### src/rtl/normalization.sv
// Fixed-point accumulator to FP16 converter: sign/magnitude split, leading-one
// detect, left-normalise and exponent re-bias, behind a stallable valid/ready pipe.
module normalization #(
    parameter int ACC_W  = 20,
    parameter int FRAC_W = 14
) (
    input  logic             clk,
    input  logic             rst,
    input  logic             in_valid,
    output logic             in_ready,
    input  logic [ACC_W-1:0] acc_sum,
    input  logic [4:0]       exp_max,
    output logic             out_valid,
    input  logic             out_ready,
    output logic [15:0]      fp_out,
    output logic             ovf,
    output logic             unf
);

    localparam int PW = $clog2(ACC_W);
    localparam logic [PW-1:0] TOP_IDX = PW'(ACC_W - 1);

    function automatic logic [PW-1:0] lead_one(input logic [ACC_W-1:0] v);
        logic [PW-1:0] idx;
        idx = '0;
        for (int i = 0; i < ACC_W; i++) begin
            if (v[i]) idx = PW'(i);
        end
        return idx;
    endfunction

    logic             stall_s;
    logic             v1_q, v2_q, v3_q, out_valid_q;
    logic             sign1_q, sign2_q, sign3_q;
    logic [ACC_W-1:0] mag1_d, mag1_q, mag2_q;
    logic [4:0]       exp1_q, exp2_q;
    logic             zero2_d, zero2_q, zero3_q;
    logic [PW-1:0]    p2_d, p2_q;
    logic [PW-1:0]    shift_s;
    logic [ACC_W-1:0] norm_s;
    logic signed [7:0] e3_d, e3_q;
    logic [9:0]       mant3_d, mant3_q;
    logic [15:0]      fp_d, fp_q;
    logic             ovf_d, ovf_q, unf_d, unf_q;

    // A held output blocks the whole pipe; nothing moves until it is taken.
    assign stall_s   = out_valid_q && !out_ready;
    assign in_ready  = !stall_s;
    assign out_valid = out_valid_q;
    assign fp_out    = fp_q;
    assign ovf       = ovf_q;
    assign unf       = unf_q;

    // Stage 1 magnitude; the most-negative input maps to 2^(ACC_W-1) unsigned.
    always_comb begin
        mag1_d = acc_sum[ACC_W-1] ? (-acc_sum) : acc_sum;
    end

    // Stage 2 leading-one detect and zero flag.
    always_comb begin
        p2_d    = lead_one(mag1_q);
        zero2_d = (mag1_q == '0);
    end

    // Stage 3 exponent re-bias and left-normalised mantissa (truncating).
    always_comb begin
        shift_s = TOP_IDX - p2_q;
        norm_s  = mag2_q << shift_s;
        mant3_d = norm_s[ACC_W-2 -: 10];
        e3_d    = $signed({3'b000, exp2_q}) + $signed({{(8-PW){1'b0}}, p2_q}) - 8'(FRAC_W);
    end

    // Output classification: zero, saturate to inf, flush to zero, or normal.
    always_comb begin
        if (zero3_q) begin
            fp_d  = 16'h0000;
            ovf_d = 1'b0;
            unf_d = 1'b0;
        end else if (e3_q >= 8'sd31) begin
            fp_d  = {sign3_q, 5'h1F, 10'h000};
            ovf_d = 1'b1;
            unf_d = 1'b0;
        end else if (e3_q <= 8'sd0) begin
            fp_d  = {sign3_q, 15'h0000};
            ovf_d = 1'b0;
            unf_d = 1'b1;
        end else begin
            fp_d  = {sign3_q, e3_q[4:0], mant3_q};
            ovf_d = 1'b0;
            unf_d = 1'b0;
        end
    end

    // Pipeline registers; all ranks advance together when not stalled.
    always_ff @(posedge clk or negedge rst) begin
        if (!rst) begin
            v1_q        <= 1'b0;
            v2_q        <= 1'b0;
            v3_q        <= 1'b0;
            out_valid_q <= 1'b0;
            sign1_q     <= 1'b0;
            sign2_q     <= 1'b0;
            sign3_q     <= 1'b0;
            mag1_q      <= '0;
            mag2_q      <= '0;
            exp1_q      <= 5'd0;
            exp2_q      <= 5'd0;
            zero2_q     <= 1'b0;
            zero3_q     <= 1'b0;
            p2_q        <= '0;
            e3_q        <= 8'sd0;
            mant3_q     <= 10'd0;
            fp_q        <= 16'h0000;
            ovf_q       <= 1'b0;
            unf_q       <= 1'b0;
        end else if (!stall_s) begin
            v1_q        <= in_valid;
            sign1_q     <= acc_sum[ACC_W-1];
            mag1_q      <= mag1_d;
            exp1_q      <= exp_max;
            v2_q        <= v1_q;
            sign2_q     <= sign1_q;
            mag2_q      <= mag1_q;
            exp2_q      <= exp1_q;
            zero2_q     <= zero2_d;
            p2_q        <= p2_d;
            v3_q        <= v2_q;
            sign3_q     <= sign2_q;
            zero3_q     <= zero2_q;
            e3_q        <= e3_d;
            mant3_q     <= mant3_d;
            out_valid_q <= v3_q;
            fp_q        <= fp_d;
            ovf_q       <= ovf_d;
            unf_q       <= unf_d;
        end else begin
            out_valid_q <= out_valid_q;
        end
    end

endmodule

### config.mk
export PLATFORM = sky130hd
export DESIGN_NAME = normalization
export DESIGN_NICKNAME = d
export VERILOG_FILES = /design/src/rtl/normalization.sv
export SDC_FILE = /design/constraint.sdc
export NUM_CORES = 1
export LEC_CHECK = 0
export BUFFER_PORTS_ARGS = -buffer_cell sky130_fd_sc_hd__buf_2
export CAP_MARGIN = 20
export CORE_UTILIZATION = 54
export CTS_CLUSTER_SIZE = 40
export DETAILED_ROUTE_END_ITERATION = 7
export HOLD_SLACK_MARGIN = 0.03
export PLACE_DENSITY = 0.77
export SYNTH_ARGS = -nofsm -noshare
export SYNTH_HDL_FRONTEND = slang
export SYNTH_SLANG_ARGS = --single-unit
### constraint.sdc
create_clock -name clk -period 2 [get_ports clk]
set_input_delay 0.4 -clock clk [delete_from_list [all_inputs] [get_ports clk]]
set_output_delay 0.4 -clock clk [all_outputs]
set_load 0.005 [all_outputs]
== Word-level counts from Yosys, hierarchy flattened ==
Index checks and enable logic that the tools add are counted.

* Register bits: 100
* Logic and storage cells: 58
* Input port bits: 29

* Magnitude comparators: 2
* Multiplexer cells: 28
* Shift operators: 1
* $add $sub $neg: 4
* Reductions and logical operators: 4

{| class="wikitable"
|+ Operators with widths
! operator !! number
|-
| 5-bit 2-to-1 mux || 18
|-
| 15-bit 2-to-1 mux || 2
|-
| 20-bit zero test || 1
|-
| 20-bit 2-to-1 mux || 1
|-
| 20-bit negator || 1
|-
| 20-bit by 5-bit left shift with 19-bit output || 1
|-
| 16-bit 2-to-1 mux || 1
|-
| 8-bit by 6-bit greater-or-equal comparator with 1-bit output, second input constant || 1
|-
| 8-bit by 1-bit <= comparator with 1-bit output, second input constant || 1
|-
| 6-bit by 4-bit subtractor with 7-bit output, second input constant || 1
|-
| 5-bit by 5-bit adder with 6-bit output || 1
|-
| 1-bit 2-to-1 mux || 6
|-
| 5-bit subtractor, first input constant || 1
|-
| 1-bit zero test || 2
|-
| 1-bit logical AND || 1
|}

== Depth between registers and ports, before layout ==
* Depth after elaboration: 19
* Depth in mapped cells: 12
* Mapped depth without buffers: 11

== Worst setup path before layout ==
Ideal clock, no wire load.

* Path kind: reg-to-reg
* Start point: register p2_q[1]
* End point: register e3_q[5]
* Path slack: -193 ps
* Period minus slack after synthesis: 2193 ps
* Cell stages (with the launch flop): 13
* Buffers on the path: 1
* Arrival: 2110 ps
* Cell sequence: dfrtp_1 > buf_4 > clkinv_1 > ha_1 > inv_1 > ha_1 > inv_1 > fa_1 > inv_1 > a21o_1 > a21oi_1 > xor2_1 > o21ai_0

* Longest elaborated chain between the ends: 2

{| class="wikitable"
|+ Ends and longest elaborated chain
! element !! RTL line !! text
|-
| start, declared || 38 || <nowiki>logic [PW-1:0] p2_d, p2_q;</nowiki>
|-
| start signal, assigned || 126 || <nowiki>p2_q <= p2_d;</nowiki>
|-
| 5-bit by 5-bit adder with 6-bit output || 70 || <nowiki>e3_d = $signed({3'b000, exp2_q}) + $signed({{(8-PW){1'b0}}, p2_q}) - 8'(FRAC_W);</nowiki>
|-
| 6-bit by 4-bit subtractor with 7-bit output || 70 ||
|-
| end signal, assigned || 111 || <nowiki>e3_q <= 8'sd0;</nowiki>
|-
| end signal, assigned || 130 || <nowiki>e3_q <= e3_d;</nowiki>
|-
| end, declared || 41 || <nowiki>logic signed [7:0] e3_d, e3_q;</nowiki>
|}

Every way passes these cells.
A chain may end at the register's enable or synchronous reset.

== Worst setup path in the final report ==
Same ends and word-level chain as after synthesis.

==> results.md <==
* Iteration-0 DRC Markers at between 200 and 250
* Yosys warning count at 0
* Min-delay src: exp_max[3]
* Max Freq at 0.522 GHz
* Power Density at 1600 nW/µm²
* Site Rows at 35
* Via density per instance at about 5.5
* LEAKAGE at between 2 and 3 nW
* Clock transition at the registers of the reported paths at 100 ps
* RR Endpoint: e3_q[5]
* Post-route setup TNS at 0 ps
* H-tree depth at 3
* Final std cells w/o fill at roughly 740
* WL/cell at around 15 µm
* Die Wd at about 100 µm
* Pins Over Slew Limit at 0
* TritonCTS clock tree: done
* Ant diodes at 0
* Hold Path Class: in -> reg
* Yosys top cell by area: dfrtp_1
* Post-route minimum period at 1920 ps
* Worst path max stage delay at roughly 400 ps
* Gpl congestion at slightly above 0.9
* Worst Hold End: exp1_q[3]
* FFs w/ async S/R, synth at between 90% and 100%
* Initial Util at a little under three fifths
* Post-Syn Area at a little over 5000 µm²
* Top post-synthesis cells by area: dfrtp_1, nand2_1, o21ai_0
* Die Height at about 100 µm
* Fillers at roughly 830
* Fin util at between 60% and 70%
* Req. time, crit path at between 2000 and 2500 ps
* Die area at between 10000 and 15000 µm²
* Clock latency on the worst-skew pair at approximately 360 ps
* Post-synthesis sequential area ratio at a little under half
* Cells after synthesis at 559
* Routed vias at about 4000
* Kind of cell with the highest combined delay on the critical path: adder cells
* First-pass GRT wire length at about 19000 µm
* Remaining global-route overflow at 0
* Rel. slew slack at 63.2%
* Most numerous cell in the Yosys netlist: nand2_1
* Dpl cells at 720
* Fin Clk Skew at roughly 14 ps
* R2R Path Start: p2_q[1]
* Largest net degree at the start of global routing at 94
* Fin crit share at between 90% and 100%
* Ys flop type: dfrtp_1
* Core area at roughly 9300 µm²
* DRC viols at 0
* R2r setup slk at ~85 ps
* Post-Route WL at roughly 11000 µm
* Number of routed nets with antenna violations at 0
* RSZ-0062 raised after global routing: no
* Port Buffer Count at 48
* Max-Cap Viols at 0
* Post-detail-place hpwl at 7950 µm
* Layout net count at between 600 and 700
* Worst path buffer plus inverter count at 4
* Hold Path Depth at 3
* Maximum vdd drop at between 0.6 and 0.7 mV
* Most frequent cells after synthesis: nand2_1, dfrtp_1, o21ai_0
* DR pass1 iterations at 5
* Number of global-route vias before repair at about 4000
* Crit end category: flip-flop
* Crit path kind: reg -> reg
* Worst-path maximum fanout at 2
* Cells on worst reg2reg path at 11
* Critical Path AT at about 2200 ps
* CP cell instances: clkinv_4 > ha_4 > inv_2 > ha_2 > inv_2 > fa_2 > inv_2 > a21o_1 > a21oi_2 > xor2_1 > o21ai_1
* CTS Root Cell: clkbuf_8
* Final setup vio count at 0
* Total clock buffers created by CTS at 9
* Fraction of layout cells with a size suffix above 1 at approximately a fifth
* Net count after synthesis at 600
* Overall global routing resource usage at around a quarter
* Most used cell, CP: inv_2
* Slowest-stage cell, CP: dfrtp_1
* Run status: complete, no violations
* Clock Tree Buf Depth at 2
* Avg Inst Size Synth at slightly above 9 µm²
* Unique masters post-synth at 55
* I/O pin cnt at just under 50
* Worst hold slack at around 230 ps
* Yosys reg bits at between 90 and 100
* Initial antenna violation count at 0
* Crit path launch type: flip-flop
* Number of hold violations in the final report at 0
* Post-synth EDFFs at 0
* Worst slew pin tran at about 550 ps
* Yosys top cell area share at 47.2%
* Area Growth Syn to Fin at 13.4%
* Sink Count at between 90 and 100
area by class of cell:
type | count | area (µm²) | share of cell area, %
Multi-Input combinational cell | 412 | 2550 | 43.3
Inverter | 20 | 80.1 | 1.36
Tap cell | 129 | 161 | 2.74
Timing Repair Buffer | 66 | 418 | 7.09
Clock buffer | 10 | 138 | 2.34
Clock inverter | 6 | 90.1 | 1.53
Sequential cell | 98 | 2450 | 41.6
power by group:
group | switching (mW) | internal (mW)
Combinational | 2.42 | 2.12
Sequential | 0.673 | 2.80
Clock | 0.682 | 0.741
Total | 3.78 | 5.66
registers in the layout (all words and copies together), names as in the netlist, 5 cells and up:
| register | cells |
|---|---|
| e3_q | 7 |
| exp1_q | 5 |
| exp2_q | 5 |
| fp_out | 16 |
| mag1_q | 20 |
| mag2_q | 19 |
| mant3_q | 10 |
| p2_q | 5 |
worst register-to-register path, stage by stage (launching register included):
cell,delay [ps]
dfrtp_1,400
clkinv_4,70
ha_4,210
inv_2,60
ha_2,190
inv_2,40
fa_2,340
inv_2,60
a21o_1,130
a21oi_2,60
xor2_1,160
o21ai_1,70
metal layers:
metal / track usage (%) / vias up / wire [µm]
met2: 41.8 / 87 / 5410
met4: 8.14 / 0 / 187
li1: - / 2027 / -
met5: 0 / - / 0
met1: 31.0 / 1917 / 4950
met3: 3.06 / 17 / 356
repair_timing:
action	CTS	global route
resized for setup	5	2
cloned	0	0
buffers inserted	3	1
endpoints found under the hold margin	30	0
endpoints found under the setup margin	1	1
hold buffers	1	0
pin swaps	3	3
stage by stage:
stage | power (mW) | cell area [µm²] | setup WS (ps)
finish | 9.43 | 5890 | 84.5
global route | 10.2 | 5890 | 12.9
CTS | 9.44 | 5880 | 0.767
detailed placement | 7.91 | 5610 | 10.9
global placement | 7.72 | 5610 | 125
floorplan | 6.69 | 5210 | 10.4
how the worst max path moves through the flow:
stage / from / to / slack [ps] / cells past startpoint
2_1_floorplan: p2_q[1] / e3_q[5] / 10 / 12
3_3_place_gp: p2_q[1] / e3_q[5] / 120 / 11
3_5_place_dp: p2_q[1] / e3_q[5] / 10 / 11
4_1_cts: exp2_q[1] / e3_q[5] / 0.8 / 11
5_1_grt: p2_q[1] / e3_q[5] / 10 / 11
6_report: p2_q[1] / e3_q[5] / 80 / 11
cells in the final DEF, fill, tap and decap left out, drive strengths merged, types with 10 or more instances in the layout:
master / count
dfrtp: 98
mux2: 12
xor2: 17
nand2: 161
ha: 11
a21oi: 17
inv: 18
a22o: 12
buf: 65
o21ai: 50
clkbuf: 10
nor2: 39
cells by family after synthesis:
| logic type | Yosys count | share of synthesized area, % |
|---|---|---|
| AO/OA/AOI/OAI | 117 | 14.6 |
| XOR/XNOR | 22 | 3.71 |
| adder cells (fa/ha/maj) | 12 | 3.04 |
| buffers and inverters | 49 | 4.19 |
| flip-flops | 98 | 47.2 |
| multiplexers | 29 | 8.41 |
| AND/OR/NAND/NOR | 232 | 18.8 |
No activity file was read; power rests on OpenSTA's default activity.
